[src/rtl/fetch_queue_pkg.sv]
// Constants shared by the fetch, queue and decode stages.
package fetch_queue_pkg;
  localparam int          XLEN     = 32;
  localparam logic [31:0] NOP_INST = 32'h0000_0013; // addi x0,x0,0
endpackage : fetch_queue_pkg

[src/rtl/fetch_queue.sv]
// First-word-fall-through queue of {pc, inst} pairs between fetch and decode.
module fetch_queue
  import fetch_queue_pkg::*;
#(
  parameter int N     = XLEN,
  parameter int DEPTH = 4
) (
  input  logic                       clk,
  input  logic                       reset,
  input  logic                       in_valid,
  input  logic [N-1:0]               in_pc,
  input  logic [N-1:0]               in_inst,
  output logic                       in_ready,
  output logic                       out_valid,
  output logic [N-1:0]               out_pc,
  output logic [N-1:0]               out_inst,
  input  logic                       out_ready,
  input  logic                       flush,
  output logic [$clog2(DEPTH):0]     count
);

  localparam int PW = $clog2(DEPTH);
  localparam int CW = PW + 1;

  logic [2*N-1:0] r_mem [DEPTH];
  logic [PW-1:0]  r_rd_ptr;
  logic [PW-1:0]  r_wr_ptr;
  logic [CW-1:0]  r_count;

  logic           w_push;
  logic           w_pop;
  logic [2*N-1:0] w_head;

  assign in_ready  = (r_count < CW'(DEPTH));
  assign out_valid = (r_count != '0);
  assign count     = r_count;

  // flush outranks both push and pop; an empty queue never pops
  assign w_push = in_valid && in_ready && !flush;
  assign w_pop  = out_valid && out_ready && !flush;

  // Storage is left uncleared by reset; out_valid masks stale entries.
  always_ff @(posedge clk) begin
    if (w_push) begin
      r_mem[r_wr_ptr] <= {in_pc, in_inst};
    end
  end

  always_ff @(posedge clk or negedge reset) begin
    if (!reset) begin
      r_rd_ptr <= '0;
      r_wr_ptr <= '0;
      r_count  <= '0;
    end else if (flush) begin
      r_rd_ptr <= '0;
      r_wr_ptr <= '0;
      r_count  <= '0;
    end else begin
      if (w_push) begin
        r_wr_ptr <= r_wr_ptr + PW'(1);
      end
      if (w_pop) begin
        r_rd_ptr <= r_rd_ptr + PW'(1);
      end
      case ({w_push, w_pop})
        2'b10:   r_count <= r_count + CW'(1);
        2'b01:   r_count <= r_count - CW'(1);
        default: r_count <= r_count;
      endcase
    end
  end

  assign w_head   = r_mem[r_rd_ptr];
  assign out_pc   = out_valid ? w_head[2*N-1:N] : '0;
  assign out_inst = out_valid ? w_head[N-1:0]   : N'(NOP_INST);

endmodule : fetch_queue

[config.mk]
export PLATFORM = sky130hd
export DESIGN_NAME = fetch_queue
export DESIGN_NICKNAME = d
export VERILOG_FILES = /design/src/rtl/fetch_queue_pkg.sv /design/src/rtl/fetch_queue.sv
export SDC_FILE = /design/constraint.sdc
export NUM_CORES = 1
export LEC_CHECK = 0
export CELL_PAD_IN_SITES_DETAIL_PLACEMENT = 1
export CELL_PAD_IN_SITES_GLOBAL_PLACEMENT = 2
export CORE_MARGIN = 5
export CORE_UTILIZATION = 45
export DETAILED_ROUTE_END_ITERATION = 8
export PLACE_DENSITY_LB_ADDON = 0.05
export SYNTH_ARGS = -nofsm -noshare
export SYNTH_HDL_FRONTEND = slang
export SYNTH_SLANG_ARGS = --single-unit
[constraint.sdc]
create_clock -name clk -period 7.4 [get_ports clk]
set_input_delay 1.48 -clock clk [delete_from_list [all_inputs] [get_ports clk]]
set_output_delay 1.48 -clock clk [all_outputs]
set_load 0.05 [all_outputs]
==> results by group <==
Clock tree
  • Post-CTS Resized: 0
  • Clock latency on the worst-skew pair: 530 ps
  • H-tree levels: 1
  • Clk buf depth: 3
  • # hold bufs at CTS: 0
  • CTS root buffer: clkbuf_16
  • CTS Sinks: 263
  • Cts bufs inserted: 28
  • # Post-CTS Setup Buffers: 0
  • CTS tree: done
  • Clock transition at path regs: 60 ps

Synthesis
  • Top-area cell type share of the netlist area: 75.6%
  • Number of synthesized flops with an enable pin: 256
  • Synth cell count leaders: 256 x edfxtp_1, 65 x and2_1, 64 x mux4_2
  • Seq cells post-synth: 263
  • Most numerous cell in the Yosys netlist: edfxtp_1
  • Cell taking the most area after synthesis: edfxtp_1
  • Synth warn: 0
  • Yosys cell types: 28
  • Async S/R FF share, synth: 2.66%
  • Top_reg_cell synth: edfxtp_1
  • Syn avg cell area: 21.8 sq um
  • Post-synthesis cell count: approximately 470
  • Area contributors post-synth: edfxtp_1 76%, mux4_2 14%, and2_1 4.0%
  • Seq/Total Area, Yosys: between 70% and 80%
  • Syn nets: 541
  • Synthesized cell area: between 0.01 and 0.015 sq mm

Finish
  • Finished Layout Cells: 917
  • Fin util: 56.7%
  • # fillers: 1911
  • Inserted Diodes: 0
  • Area of the multi-input gates: 0.00216 sq mm
  • Share of layout cells above drive strength 1: between 10% and 20%
  • Register area: 0.00787 sq mm
  • Final Cell Area: 0.0127 sq mm
  • Nets: between 600 and 700
  • Area grow syn2layout: 25.0%

Drt
  • Max layer used: met4
  • Routed met2 length: 10300 microns
  • Drt pass-1 iters: 4
  • Vias per cell: 5.32
  • WL/cell: 22.3 microns
  • DRC Markers: 0
  • Final wirelength: 20500 microns
  • Met3 routed WL: between 1000 and 1500 microns
  • 1st-iter DRT viols: 283
  • DRT met1 WL: 8640 microns
  • Post-DRT Antenna Nets: 0
  • Via count: ~4900

Setup path
  • RR Startpoint: count[1]
  • Worst Path Arrival: about 3600 ps
  • CP Launch Type: flip-flop
  • Req. time, crit path: 5920 ps
  • Crit Path Class: reg -> out
  • Crit end category: output port
  • CP max FO: between 40 and 50
  • Worst Setup SP: r_rd_ptr[0]

Floorplanning
  • Die area: between 0.02 and 0.03 sq mm
  • Boundary pin count: around 140
  • Die Span X: 160 microns
  • Core region area: 0.0224 sq mm
  • Num rows: 55
  • Die Ht: between 150 and 200 microns
  • Starting density of the core: a little under half

Status
  • Status: completed

Job
  • # Max-Cap Violations: 0

Timing
  • Crit path time final: 5050 ps
  • Worst-Margin Slew: 1140 ps
  • Hold Vio Cnt, Final: 0
  • Slew Limit Fails: 0
  • RSZ-0062 raised after global routing: false
  • Setup TNS: 0 ps
  • Max_slew headroom: a little under a quarter
  • F_max: 198 MHz
  • Clock skew: 13.0 ps
  • Setup violations, final: 0
  • Final Cycle Share: 68.2%

Place
  • Count of input and output buffers: ~140
  • Placed instance count: 866
  • Placed inst area: about 0.012 sq mm
  • Final Wtd Congestion: 0.710
  • DPL Wire Length: approximately 11000 microns

Power
  • Maximum vdd drop: 201 uV
  • Static leakage: 4.03 nW
  • Sw Ratio: 26.4%
  • Internal Power: 2.81 mW
  • P per Cell Area: between 300 and 400 mW/mm^2
  • Comb power frac: 18.0%
  • Clock power frac: 36.7%
  • Sequential power share: 45.3%
  • Final Power: 3.82 mW
  • Switch Pwr: 1.01 mW

Global routing
  • Largest net degree at the start of global routing: 66
  • Vias in the first global route: between 5000 and 6000
  • GR Util All Layers: 15.9%
  • Initial antenna violation count: 0
  • First-pass GRT wire length: approximately 32000 microns
  • Remaining Overflow, GRT: 0

Worst hold path
  • Hold path start: r_wr_ptr[0]
  • Worst hold path type: reg -> reg
==> cells by family (layout without fill, tap and decap cells) <==
group,Yosys count,in the layout,synth area share [%]
AOI/OAI and AO/OA,12,12,0.652
xor gates and xnor gates,4,4,0.345
adders and majority gates,5,5,0.689
buffers and inverters,28,193,1.51
DFF,263,263,77.3
muxes,65,65,14.3
and+or+nand+nor,90,90,5.20
==> area by class of cell <==
type,count,area share [%]
Timing Repair Buffer,138,10.8
Sequential cell,263,61.9
Tap cell,285,2.80
Multi-Input combinational cell,176,17.0
Clock buffer,35,5.88
Clock inverter,16,1.45
Inverter,4,0.118
==> sequential cells by signal (all words and copies together), names as in the netlist <==
| signal | count |
|---|---|
| count | 3 |
| r_mem | 256 |
| r_wr_ptr | 2 |
| r_rd_ptr | 2 |
==> per-stage QoR <==
step	hold WS, ps	setup WS (ps)
after detailed placement	575	2750
final	583	2350
after global routing	614	2030
after global placement	563	2770
after CTS	584	2190
after floorplan	539	3620
==> power groups by stage <==
stage	Clock, mW	Sequential (mW)	Combinational [mW]
floorplan	0	1.73	0.486
global placement	0	1.76	0.695
detailed placement	0	1.77	0.700
CTS	1.43	1.73	0.703
global route	1.51	1.74	0.728
finish	1.40	1.73	0.689
==> path summary, 6_finish.rpt <==
| path | endpoint | slack, ps | cells past startpoint |
|---|---|---|---|
| setup / recovery | out_pc[10] | 2350 | 4 |
| hold / removal | r_wr_ptr[0] | 580 | 2 |
| setup reg to reg | count[2] | 4460 | 9 |
| hold reg to reg | r_wr_ptr[0] | 580 | 2 |
| max in group asynchronous | r_rd_ptr[1] | 5890 | 1 |
| min in group asynchronous | count[1] | 1230 | 1 |
==> worst max-delay path, stage by stage (launching register included) <==
cell and delay [ps]:
dfrtp_4 1050, buf_4 530, mux4_2 560, and2_1 170, clkdlybuf4s50_1 700
==> layout by cell type (no fill, tap or decap), types with 4 or more instances in the layout <==
cell | synthesis | final
nand2_1 | 8 | 8
o21ai_0 | 5 | 5
ha_1 | 4 | 4
a21oi_1 | 5 | 5
bufinv_16 | 0 | 4
dfrtp_1 | 7 | 5
mux4_2 | 64 | 64
clkbuf_16 | 0 | 29
clkbuf_1 | 10 | 6
and2_1 | 65 | 61
clkinv_2 | 0 | 5
and2_4 | 0 | 4
clkinv_1 | 0 | 4
edfxtp_1 | 256 | 256
clkdlybuf4s50_1 | 0 | 137
nor2_1 | 5 | 5
==> metal layers <==
layer  vias to the layer above  GRT usage [%]
met5                         -              0
met4                         0           4.03
met3                        31           3.67
met2                       121           27.2
met1                      2559           20.9
li1                       2172              -
Note: power is estimated with default switching activity, not from simulation.
